--- config.mk ---
export PLATFORM = sky130hd
export DESIGN_NAME = fetch_decode_queue
export DESIGN_NICKNAME = d
export VERILOG_FILES = /design/src/rtl/risc_pkg.sv /design/src/rtl/fetch_decode_queue_imm_predecode.sv /design/src/rtl/fetch_decode_queue.sv
export SDC_FILE = /design/constraint.sdc
export NUM_CORES = 1
export LEC_CHECK = 0
export CAP_MARGIN = 20
export CORE_UTILIZATION = 49
export CTS_CLUSTER_DIAMETER = 30
export DETAILED_ROUTE_END_ITERATION = 8
export GPL_TIMING_DRIVEN = 0
export PLACE_DENSITY = 0.87
export SYNTH_ARGS = -nofsm -noshare
export SYNTH_HDL_FRONTEND = slang
export SYNTH_SLANG_ARGS = --single-unit
--- constraint.sdc ---
create_clock -name clk -period 6.9 [get_ports clk]
set_input_delay 2.07 -clock clk [delete_from_list [all_inputs] [get_ports clk]]
set_output_delay 2.07 -clock clk [all_outputs]
set_load 0.02 [all_outputs]
--- src/rtl/risc_pkg.sv ---
// Shared RISC-V decode constants and the fetch/decode queue entry layout.
// The sign-extension unit uses the same IMM_* encodings.
package risc_pkg;

    localparam logic [2:0] IMM_I = 3'b000;
    localparam logic [2:0] IMM_S = 3'b001;
    localparam logic [2:0] IMM_B = 3'b010;
    localparam logic [2:0] IMM_J = 3'b011;
    localparam logic [2:0] IMM_U = 3'b100;

    localparam logic [6:0] OPC_LOAD    = 7'b0000011;
    localparam logic [6:0] OPC_LOAD_FP = 7'b0000111;
    localparam logic [6:0] OPC_OP_IMM  = 7'b0010011;
    localparam logic [6:0] OPC_AUIPC   = 7'b0010111;
    localparam logic [6:0] OPC_STORE   = 7'b0100011;
    localparam logic [6:0] OPC_STORE_FP= 7'b0100111;
    localparam logic [6:0] OPC_OP      = 7'b0110011;
    localparam logic [6:0] OPC_LUI     = 7'b0110111;
    localparam logic [6:0] OPC_BRANCH  = 7'b1100011;
    localparam logic [6:0] OPC_JALR    = 7'b1100111;
    localparam logic [6:0] OPC_JAL     = 7'b1101111;

    localparam logic [31:0] INSTR_NOP = 32'h0000_0013;

    typedef struct packed {
        logic [31:0] pc;
        logic [31:0] instr;
        logic [2:0]  imm_src;
        logic        imm_used;
    } fdq_entry_t;

endpackage

--- src/rtl/fetch_decode_queue_imm_predecode.sv ---
// Opcode to immediate-format pre-decode, evaluated on the enqueue path.
// Opcodes without an immediate (OP, OP-FP, SYSTEM, unknown) report imm_used=0.
module imm_predecode
    import risc_pkg::*;
(
    input  logic [6:0] i_opcode,
    output logic [2:0] o_imm_src,
    output logic       o_imm_used
);

    always_comb begin
        o_imm_src  = IMM_I;
        o_imm_used = 1'b0;
        case (i_opcode)
            OPC_LOAD, OPC_OP_IMM, OPC_JALR, OPC_LOAD_FP: begin
                o_imm_src  = IMM_I;
                o_imm_used = 1'b1;
            end
            OPC_STORE, OPC_STORE_FP: begin
                o_imm_src  = IMM_S;
                o_imm_used = 1'b1;
            end
            OPC_BRANCH: begin
                o_imm_src  = IMM_B;
                o_imm_used = 1'b1;
            end
            OPC_JAL: begin
                o_imm_src  = IMM_J;
                o_imm_used = 1'b1;
            end
            OPC_LUI, OPC_AUIPC: begin
                o_imm_src  = IMM_U;
                o_imm_used = 1'b1;
            end
            default: ;
        endcase
    end

endmodule

--- src/rtl/fetch_decode_queue.sv ---
// Instruction queue between fetch and decode; stores {pc, instr, imm_src, imm_used}
// per entry so decode sees a registered immediate format. Flush empties the queue.
module fetch_decode_queue
    import risc_pkg::*;
#(
    parameter int DEPTH = 2,
    parameter int XLEN  = 32
) (
    input  logic            clk,
    input  logic            rst_n,
    input  logic            flush,
    input  logic            in_valid,
    output logic            in_ready,
    input  logic [XLEN-1:0] in_pc,
    input  logic [XLEN-1:0] in_instr,
    output logic            out_valid,
    input  logic            out_ready,
    output logic [XLEN-1:0] out_pc,
    output logic [XLEN-1:0] out_instr,
    output logic [2:0]      out_imm_src,
    output logic            out_imm_used
);

    localparam int PW = $clog2(DEPTH);
    localparam int CW = PW + 1;
    localparam logic [CW-1:0] FULL_CNT = CW'(DEPTH);

    fdq_entry_t    r_mem [DEPTH];
    logic [PW-1:0] r_wr_ptr;
    logic [PW-1:0] r_rd_ptr;
    logic [CW-1:0] r_count;

    logic          w_push;
    logic          w_pop;
    logic [2:0]    w_imm_src;
    logic          w_imm_used;
    fdq_entry_t    w_head;

    imm_predecode u_imm_predecode (
        .i_opcode   (in_instr[6:0]),
        .o_imm_src  (w_imm_src),
        .o_imm_used (w_imm_used)
    );

    // in_ready comes only from the registered count, never from out_ready
    assign in_ready  = (r_count != FULL_CNT);
    assign out_valid = (r_count != '0);
    assign w_push    = in_valid & in_ready;
    assign w_pop     = out_valid & out_ready;

    always_ff @(posedge clk or negedge rst_n) begin
        if (!rst_n) begin
            r_wr_ptr <= '0;
            r_rd_ptr <= '0;
            r_count  <= '0;
        end else if (flush) begin
            r_wr_ptr <= '0;
            r_rd_ptr <= '0;
            r_count  <= '0;
        end else begin
            if (w_push) r_wr_ptr <= r_wr_ptr + PW'(1);
            if (w_pop)  r_rd_ptr <= r_rd_ptr + PW'(1);
            case ({w_push, w_pop})
                2'b10:   r_count <= r_count + CW'(1);
                2'b01:   r_count <= r_count - CW'(1);
                default: ;
            endcase
        end
    end

    always_ff @(posedge clk) begin
        if (w_push && !flush) begin
            r_mem[r_wr_ptr] <= '{pc: in_pc, instr: in_instr,
                                 imm_src: w_imm_src, imm_used: w_imm_used};
        end
    end

    assign w_head       = r_mem[r_rd_ptr];
    assign out_pc       = out_valid ? w_head.pc       : '0;
    assign out_instr    = out_valid ? w_head.instr    : INSTR_NOP;
    assign out_imm_src  = out_valid ? w_head.imm_src  : IMM_I;
    assign out_imm_used = out_valid ? w_head.imm_used : 1'b0;

endmodule

* Word level (Yosys, flattened, before mapping)
Memory sizes are Yosys's and may differ from the RTL's.
Index checks and enable logic that the tools add are counted.
** Storage, ports and cells
- Register bits after elaboration :: 4
- RAM bits :: 136
- Output and inout port bits :: 70
- Word-level logic and storage cells :: 46
- Memories kept :: 1
** Memory list
- r_mem :: words 2, width 68, rd ports 1, clocked after Yosys merged registers in 0, write ports 1, RTL line fetch_decode_queue.sv:28 : fdq_entry_t r_mem [DEPTH];
** Cells by class
- Add/subtract/negate cells :: 4
- Equal/unequal tests :: 13
- Muxes and demuxes :: 14
- Bitwise operators :: 2
- Reductions and logical operators :: 9
** Operators by type and width (number)
- $mux W32 :: 2
- $eq A7 B6 Y1 const B :: 3
- $eq A7 B7 Y1 const B :: 3
- $eq A7 B5 Y1 const B :: 2
- $pmux W3 S4 :: 1
- $reduce_or A10 Y1 :: 1
- $mux W1 :: 8
- $eq A7 B2 Y1 const B :: 1
- $eq A7 B3 Y1 const B :: 1
- $reduce_bool A2 Y1 :: 3
- $pmux W2 S2 :: 1
- $reduce_or A2 Y1 :: 2
- $mux W3 :: 1
- $reduce_bool A3 Y1 :: 1
- $add A1 B1 Y1 const B :: 2
- $add A2 B1 Y2 const B :: 1
- $and A1 B1 Y1 :: 2
- $eq A2 B1 Y1 const B :: 1
- $eq A2 B2 Y1 const B :: 1
- $mux W2 :: 1
- $ne A2 B2 Y1 const B :: 1
- $sub A2 B1 Y2 const B :: 1
- $logic_and A1 B1 Y1 :: 1
- $logic_not A1 Y1 :: 1

* Depth between registers and ports, before layout
Gate-level depths: netlist of run 1.
- Depth after elaboration :: 5
- Mapped depth :: 5
- Mapped depth without buffers :: 4

* Cells and area by module
From an unflattened synthesis of run 1, not the netlist that was laid out.
** Second synthesis, totals
- Cells, all modules :: 326
- Area, all modules :: 5411.4 um^2
** By module, submodules not included
- fetch_decode_queue :: times used 1, cells each 314, area an instance 5327.6 um^2, seq. area each 4184.0 um^2
- imm_predecode :: times used 1, cells each 12, area an instance 83.8 um^2, seq. area each 0.0 um^2

* Worst setup path after synthesis of run 1
Ideal clock, no wire load.
- Path kind :: in2reg
- Start point :: in in_valid
- End point :: mem r_mem[1][0] (netlist name), enable pin
- Arrival :: 7106 ps
- Required time :: 6309 ps
- Path slack :: -798 ps
- Stages on the path :: 2
- Path through :: nand2_1 > nor3b_1
** On the way
- Word-level cells in the longest chain between the ends :: 4
** RTL lines
- from (decl) :: RTL line fetch_decode_queue.sv:12 : input logic in_valid,
- $and A1 B1 Y1 :: RTL line fetch_decode_queue.sv:48 : assign w_push = in_valid & in_ready;
- $logic_and A1 B1 Y1 :: RTL line fetch_decode_queue.sv:72 : if (w_push && !flush) begin
- $mux W1 :: RTL line fetch_decode_queue.sv:72
- $mux W1 (not written as such) :: RTL line fetch_decode_queue.sv:73 : r_mem[r_wr_ptr] <= '{pc: in_pc, instr: in_instr,
- to (decl) :: RTL line fetch_decode_queue.sv:28
No other way between the ends.

* Worst setup path in the final report of run 1
- Start point :: reg r_count[0]
- End point :: out out_instr[3]
** On the way
- Word-level cells in the longest chain between the ends :: 2
** RTL lines
- from (decl) :: RTL line fetch_decode_queue.sv:31 : logic [CW-1:0] r_count;
- from (signal assigned) :: RTL line fetch_decode_queue.sv:64 : 2'b10: r_count <= r_count + CW'(1);
- from (signal assigned) :: RTL line fetch_decode_queue.sv:65 : 2'b01: r_count <= r_count - CW'(1);
- $reduce_bool A2 Y1 :: RTL line fetch_decode_queue.sv:47 : assign out_valid = (r_count != '0);
- $mux W32 :: RTL line fetch_decode_queue.sv:80 : assign out_instr = out_valid ? w_head.instr : INSTR_NOP;
- to (decl) :: RTL line fetch_decode_queue.sv:19 : output logic [XLEN-1:0] out_instr,
No other way between the ends.

==> results of run 1 <==
worst min-delay path, stage by stage, from the launching register on:
cell and delay [ns]:
dfrtp_1 0.44, o21ai_0 0.10, a21oi_1 0.08
Yosys cell counts:
cell type / number
nor2b_1: 2
nand3b_1: 1
xor2_1: 1
clkbuf_1: 2
o32a_1: 1
edfxtp_1: 136
buf_4: 1
or4b_1: 1
nand2b_1: 1
nor3_1: 3
inv_1: 2
nor4_1: 1
nor2_1: 69
nand3_1: 2
a22oi_1: 1
buf_2: 11
buf_6: 1
a31oi_1: 1
nand2_1: 8
a21boi_0: 1
a21oi_1: 2
mux2i_1: 68
dfrtp_1: 4
or3_2: 1
xnor2_1: 1
o21ai_0: 3
inv_2: 1
o21a_1: 1
nor3b_1: 1
cell type report:
cell class	instances	share of cell area
Clock buffer	19	0.0540
Buffer	15	0.0104
Inverter	3	0.00144
Timing Repair Buffer	146	0.200
Sequential cell	140	0.536
Tap cell	136	0.0218
Multi-Input combinational cell	170	0.148
Clock inverter	13	0.0273
routing by layer:
| metal | vias to the layer above | wire [um] |
|---|---|---|
| li1 | 1552 | - |
| met1 | 1588 | 4640 |
| met2 | 129 | 6380 |
| met3 | 13 | 623 |
| met4 | 0 | 124 |
| met5 | - | 0 |
state kept, by name (all words and copies together), names as in the netlist:
name      cells
r_count       2
r_wr_ptr      1
r_rd_ptr      1
r_mem       136
worst max-delay path by stage:
stage	to
detailed placement	r_mem[1][28]$_DFFE_PP_
CTS	out_instr[5]
global placement	r_mem[1][21]$_DFFE_PP_
global route	out_instr[3]
finish	out_instr[3]
floorplan	r_mem[1][0]$_DFFE_PP_
per-stage QoR:
step	cells	total power, mW	setup TNS, ns	area, um^2
final	642	2.22	0	7800
after global routing	642	2.29	0	7800
after CTS	642	2.24	0	7800
after detailed placement	610	1.27	0	7170
after global placement	602	1.25	-34.57	6970
after floorplan	328	1.13	0	5420
report_power, final:
group | switching, mW | leakage (nW) | internal (mW) | total (mW)
sequential | 0.00930 | 1.30 | 0.967 | 0.976
clock | 0.339 | 0.301 | 0.627 | 0.965
combinational | 0.143 | 1.03 | 0.136 | 0.279
cell families after synthesis:
group | after synthesis | synth area share
flip-flops | 140 | 0.773
AND/OR/NAND/NOR | 90 | 0.0687
multiplexers | 68 | 0.126
buffers and inverters | 18 | 0.0171
AO/OA/AOI/OAI | 10 | 0.0118
XOR/XNOR | 2 | 0.00324
==> metrics, run 1 <==
RSZ-0062 raised after global routing no; post-synthesis sequential area ratio 0.773; largest area contributor in the synthesized netlist edfxtp_1; post-layout util 0.742; setup violators final 0; startpoint types register; hold depth 2; multi-input logic area 1160 um^2; Least-Margin Pin Slew 0.512 ns; Placer Congestion 0.688; initial antenna violation count 0; Hold Vio Cnt, Final 0; initial core utilization 0.515; total number of vias 3282; met2 Use GR 0.387; most common library cell in the layout ignoring fill and taps clkdlybuf4s50_1; Setup WS post-layout 2.39 ns; vias per inst 5.11; First-pass DRT Iterations 5; I/O pin cnt 139; grt peak-use layer met2; Worst R2R Path Depth 6; worst setup path startpoint r_count[0]$_DFFE_PN0P_; FF-to-FF End r_mem[1][35]$_DFFE_PP_; Max Cap Viol 0; critical path data required time 4.83 ns; worst r2r src r_count[1]$_DFFE_PN0P_; Filler Cell Count 680; Ys Warns 0; Core Rows 37; worst path arrival time 2.44 ns; Sink Count 140; Max Buffers Root-to-Sink 2; Post-Route WL 11800 um; Total GRT Usage 0.219; clk_lat worst skew 0.51 ns; PortBufs 138; Critical Path Stages 5; CP delay by family, top buffers and inverters; Final ANT Viol Nets 0; max incr delay on CP 0.56 ns; Post-CTS Repair Setup Buffers 0; core area 10500 um^2; PwrDens 285 nW/um^2; fin nets 562; Die Y 107 um; CTS Buf Count 17; M1 GR Usage 0.245; Yosys reg bits 140; Peak VDD IR 0.176 mV; synthesis-to-layout area growth 44.2%; CTS tree done; GR Overflow Total 0; Hold Crit Class reg -> reg; Synth Cell Area 5410 um^2; Fin Hold WS 0.665 ns; reg2reg setup slack 4.84 ns; first-pass GRT wire length 18000 um; slowest CP cell clkdlybuf4s50_1; Yosys top cell area share 0.755; Avg Inst Size Synth 16.5 um^2; WL/cell 18.3 um; hold endpoint r_wr_ptr$_DFFE_PN0P_; Synthesized Nets 397; Setup WS pre-CTS 2.83 ns; die area 11500 um^2; Final Skew 0.00448 ns; commonest cells after routing, fill and taps aside clkdlybuf4s50_1 (138), edfxtp_1 (136), nor2_1 (69), mux2i_1 (68), clkbuf_16 (16); Distinct cells, synth 29; H-Tree Depth 4; DRC 0; Worst Hold Launch r_wr_ptr$_DFFE_PN0P_; min cycle time layout 4.51 ns; Final Slew Violations 0; Worst-path clk slew 0.06 ns; crit-path max FO 10; worst-path cell chain nor2_1, buf_2, buf_2, nor2_1, clkdlybuf4s50_1; Max Freq 222 MHz; Slew HR 0.658; root buf cell clkbuf_8; GR Util met3 0.0571; Iteration-0 DRC Markers 199; fin crit share 0.653; leading post-synthesis cells by cell area edfxtp_1 (75%), mux2i_1 (13%), nor2_1 (4.8%), dfrtp_1 (1.9%), buf_2 (1.0%); share of layout cells above drive strength 1 0.107; n_diodes 0; die width 107 um; LEAKAGE 2.64 nW; vias in the first global route 3581; crit path kind reg -> out; largest net degree at the start of global routing 20; status completed; DP HPWL 7840 um; CTS Hold Bufs 0; Seq. cell area 4180 um^2; post-CTS sizing 0; WP buf/inv 3; Syn Inst Count 328; critical path capture point type output port
(Power assumes the default switching activity.)
==> inputs of run 2 (changes only) <==
--- a/config.mk
+++ b/config.mk
@@ -6,11 +6,11 @@
 export NUM_CORES = 1
 export LEC_CHECK = 0
 export CAP_MARGIN = 20
-export CORE_UTILIZATION = 49
+export CORE_UTILIZATION = 44
 export CTS_CLUSTER_DIAMETER = 30
 export DETAILED_ROUTE_END_ITERATION = 8
 export GPL_TIMING_DRIVEN = 0
-export PLACE_DENSITY = 0.87
+export PLACE_DENSITY = 0.83
 export SYNTH_ARGS = -nofsm -noshare
 export SYNTH_HDL_FRONTEND = slang
 export SYNTH_SLANG_ARGS = --single-unit
==> constraint.sdc (replaced) <==
create_clock -name clk -period 3.65 [get_ports clk]
set_input_delay 1.095 -clock clk [delete_from_list [all_inputs] [get_ports clk]]
set_output_delay 1.095 -clock clk [all_outputs]
set_load 0.02 [all_outputs]
==> run 2 against run 1 <==
  * Count of clock-buffer cells in the layout increased by 3
  * Total power increased by 81%
  * Via count decreased by 2.7%
  * Combinational power increased by 85%
  * Critical path depth unchanged
  * Largest cell class unchanged
==> metrics, run 2 (synthesized netlist as in run 1, its figures left out) <==
Max Buffers Root-to-Sink 2; status completed; largest reg by FF count r_mem; First-pass DRT Iterations 4; post-CTS sizing 0; WL/cell 16.2 um; Max Freq 291 MHz; Final ANT Viol Nets 0; Filler Cell Count 860; Post-CTS Repair Setup Buffers 0; Iteration-0 DRC Markers 153; most common library cell in the layout ignoring fill and taps clkdlybuf4s50_1; Setup WS pre-CTS 0.278 ns; vias per inst 4.90; min cycle time layout 3.43 ns; clk_lat worst skew 0.41 ns; Slew HR 0.361; # placed instances 620; max incr delay on CP 0.56 ns; share of layout cells above drive strength 1 0.0931; core area 12000 um^2; Total GRT Usage 0.173; crit path kind reg -> out; Hold Vio Cnt, Final 0; slowest CP cell clkdlybuf4s50_1; Die Y 113 um; LEAKAGE 2.59 nW; commonest cells after routing, fill and taps aside clkdlybuf4s50_1 (138), edfxtp_1 (136), nor2_1 (69), mux2i_1 (68), clkbuf_16 (17); critical path data required time 2.55 ns; crit-path max FO 10; critical path capture point type output port; placed instance area 7140 um^2; setup violators final 0; Max Cap Viol 0; n_diodes 0; largest net degree at the start of global routing 22; setup TNS 0 ns; initial core utilization 0.450; CTS Buf Count 17; design area 7710 um^2; Placer Congestion 0.661; Post-Route WL 10500 um; vias in the first global route 3335; CTS Hold Bufs 0; worst r2r src r_count[1]$_DFFE_PN0P_; RSZ-0062 raised after global routing no; worst path arrival time 2.34 ns; fin crit share 0.941; worst-path cell chain nor2_1, buf_2, buf_2, nor2_1, clkdlybuf4s50_1; Seq. cell area 4180 um^2; total power 4.01 mW; top flop regs r_mem: 136 flops, r_count: 2 flops; worst setup path startpoint r_count[0]$_DFFE_PN0P_; multi-input logic area 1160 um^2; I/O pin cnt 139; total number of vias 3193; first-pass GRT wire length 16400 um; fin nets 561; die width 113 um; initial antenna violation count 0; Peak VDD IR 0.321 mV; root buf cell clkbuf_16; max reg flops 136; Core Rows 40; Worst Hold Launch r_wr_ptr$_DFFE_PN0P_; Sink Count 140; H-Tree Depth 4; Hold Crit Class reg -> reg; PortBufs 138; final non-filler cell total 652; Final Slew Violations 0; startpoint types register; post-layout util 0.642; DP HPWL 7530 um; CTS tree done; PwrDens 520 nW/um^2; DRC 0; Worst-path clk slew 0.05 ns; Final Skew 0.00503 ns; synthesis-to-layout area growth 42.5%; Fin Hold WS 0.625 ns; die area 12700 um^2; Setup WS post-layout 0.215 ns; Least-Margin Pin Slew 0.955 ns; GR Overflow Total 0
-- run 2: changes by cell type in the layout (fill, tap and decap cells not counted), sizes merged --
| cell | previous run | this run |
|---|---|---|
| clkbuf | 21 | 24 |
| clkinv | 3 | 6 |
| inv | 6 | 3 |
| bufinv | 5 | 3 |
| buf | 21 | 20 |
| clkinvlp | 2 | 1 |
-- run 2: final cells by class --
type,instances,area share
Clock inverter,10,0.0159
Buffer,15,0.0106
Inverter,3,0.00146
Sequential cell,140,0.543
Multi-Input combinational cell,170,0.150
Timing Repair Buffer,145,0.198
Tap cell,147,0.0239
Clock buffer,22,0.0576
-- run 2: path summary, 6_finish.rpt --
kind	to	slack [ns]	depth (start not counted)
worst min register to register	r_wr_ptr$_DFFE_PN0P_	0.63	2
worst max register to register	r_mem[0][23]$_DFFE_PP_	1.34	6
worst max-delay path	out_instr[5]	0.22	5
min in group asynchronous	r_count[1]$_DFFE_PN0P_	0.90	1
max in group asynchronous	r_wr_ptr$_DFFE_PN0P_	2.58	1
worst min-delay path	r_wr_ptr$_DFFE_PN0P_	0.63	2
-- run 2: per-layer routing --
metal  up-vias  wire length [um]  global-route usage
li1       1552                 -                   -
met1      1523              4500               0.207
met2       105              5320               0.295
met3        13               588              0.0450
met4         0               145              0.0789
met5         -                 0                   0
-- run 2: power by group --
part	internal, mW	total, mW	switching (mW)	leakage [nW]
Combinational	0.255	0.516	0.262	1.02
Clock	1.06	1.65	0.587	0.272
Sequential	1.83	1.84	0.0154	1.30
-- run 2: critical path: cells and delay by family (launching register included) --
kind	cells	cell delay, ns
buf+inv	3	1.17
flops	1	0.44
simple gates	2	0.32
==> inputs of run 3 (changes only) <==
--- a/config.mk
+++ b/config.mk
@@ -7,7 +7,9 @@
 export LEC_CHECK = 0
 export CAP_MARGIN = 20
 export CORE_UTILIZATION = 44
+export CTS_BUF_LIST = sky130_fd_sc_hd__clkbuf_16
 export CTS_CLUSTER_DIAMETER = 30
+export CTS_CLUSTER_SIZE = 16
 export DETAILED_ROUTE_END_ITERATION = 8
 export GPL_TIMING_DRIVEN = 0
 export PLACE_DENSITY = 0.83
==> run 3 against run 2 <==
  * Worst setup slack is essentially flat
  * Clock skew barely moved
  * Total power down 0.33%
  * Count of clock-buffer cells in the layout decreased by 5
  * Largest cell class unchanged
  * Largest power group unchanged
==> metrics, run 3 (synthesized netlist as in run 1, its figures left out) <==
share of layout cells above drive strength 1 0.0931; Slew HR 0.361; LEAKAGE 2.61 nW; initial antenna violation count 0; largest net degree at the start of global routing 22; CTS Buf Count 17; root buf cell clkbuf_16; Total GRT Usage 0.173; clk_lat worst skew 0.41 ns; Filler Cell Count 860; Core Rows 40; CTS tree done; GR Overflow Total 0; Post-Route WL 10500 um; Worst R2R Path Depth 6; Sink Count 140; fin nets 561; Final Skew 0.00503 ns; Hold Vio Cnt, Final 0; Least-Margin Pin Slew 0.955 ns; Worst-path clk slew 0.05 ns; max incr delay on CP 0.56 ns; # placed instances 620; Peak VDD IR 0.321 mV; Hold Crit Class reg -> reg; Max Cap Viol 0; Max Freq 291 MHz; crit path kind reg -> out; largest reg by FF count r_mem; RSZ-0062 raised after global routing no; Die Y 113 um; n_diodes 0; Final Slew Violations 0; Final ANT Viol Nets 0; Fin Hold WS 0.625 ns; setup violators final 0; core area 12000 um^2; synthesis-to-layout area growth 42.5%; Setup WS post-layout 0.215 ns; critical path data required time 2.55 ns; worst-path cell chain nor2_1, buf_2, buf_2, nor2_1, clkdlybuf4s50_1; Placer Congestion 0.661; I/O pin cnt 139; initial core utilization 0.450; total power 4.00 mW; Setup WS pre-CTS 0.278 ns; max reg flops 136; DP HPWL 7530 um; PwrDens 518 nW/um^2; min cycle time layout 3.43 ns; Iteration-0 DRC Markers 152; First-pass DRT Iterations 4; PortBufs 138; WP buf/inv 3; WL/cell 16.2 um; reg2reg setup slack 1.34 ns; die width 113 um; hold endpoint r_wr_ptr$_DFFE_PN0P_; slowest CP cell clkdlybuf4s50_1; CP delay by family, top buffers and inverters; hold depth 2; first-pass GRT wire length 16400 um; DRC 0; status completed; startpoint types register; post-CTS sizing 0; fin crit share 0.941; Max Buffers Root-to-Sink 2; crit-path max FO 10; worst r2r src r_count[1]$_DFFE_PN0P_; top flop regs r_mem: 136 flops, r_count: 2 flops; final non-filler cell total 652; Post-CTS Repair Setup Buffers 0; vias in the first global route 3335; FF-to-FF End r_mem[0][23]$_DFFE_PP_; vias per inst 4.90; CTS Hold Bufs 0; commonest cells after routing, fill and taps aside clkdlybuf4s50_1 (138), edfxtp_1 (136), nor2_1 (69), mux2i_1 (68), clkbuf_16 (17); worst path arrival time 2.34 ns; most common library cell in the layout ignoring fill and taps clkdlybuf4s50_1; H-Tree Depth 4; die area 12700 um^2; Worst Hold Launch r_wr_ptr$_DFFE_PN0P_; total number of vias 3193; critical path capture point type output port
-- run 3: changes by cell type in the layout (fill, tap and decap cells not counted) --
cell / delta
clkbuf_1: -5
inv_1: +5
-- run 3: per-stage QoR --
stage	instance area, um^2	setup TNS (ns)	utilization
after global placement	7000	-154.55	0.583
final	7710	0	0.642
after floorplan	5430	0	-
after CTS	7710	0	0.642
after detailed placement	7140	0	0.594
after global routing	7710	0	0.642
-- run 3: where the power goes --
group / switching [mW] / leakage, nW / internal, mW
sequential: 0.0154 / 1.30 / 1.83
combinational: 0.262 / 1.02 / 0.255
clock: 0.588 / 0.293 / 1.05
-- run 3: final cells by class --
type,instances,area [um^2],share of cell area
flip-flops and latches,140,4180,0.543
repair buffers,145,1520,0.198
clock inverters,15,141,0.0183
well taps,147,184,0.0239
inverters,3,11.3,0.00146
plain buffers,15,81.3,0.0106
clock buffers,17,425,0.0552
multi-input cells,170,1160,0.150
-- run 3: per-layer routing --
| layer | GRT usage | vias up | routed length, um |
|---|---|---|---|
| li1 | - | 1552 | - |
| met1 | 0.207 | 1527 | 4500 |
| met2 | 0.295 | 101 | 5330 |
| met3 | 0.0450 | 13 | 573 |
| met4 | 0.0789 | 0 | 145 |
| met5 | 0 | - | 0 |
-- run 3: how the worst max path moves through the flow --
stage	from	to	slack (ns)	depth (start not counted)
after floorplan	in_valid	r_mem[1][0]$_DFFE_PP_	0.20	2
after global routing	r_count[0]$_DFFE_PN0P_	out_instr[2]	0.03	5
after global placement	in_valid	r_mem[1][23]$_DFFE_PP_	-1.26	3
after CTS	r_count[0]$_DFFE_PN0P_	out_instr[5]	0.18	5
after detailed placement	in_valid	r_mem[0][23]$_DFFE_PP_	0.28	5
final	r_count[0]$_DFFE_PN0P_	out_instr[5]	0.22	5
-- run 3: worst register-to-register path, cell delays in order, from the launching register on --
cell and delay (ns):
dfrtp_1 0.43, nor2b_1 0.18, inv_1 0.08, nand2_1 0.13
nor3_4 0.76, buf_16 0.24, buf_16 0.18
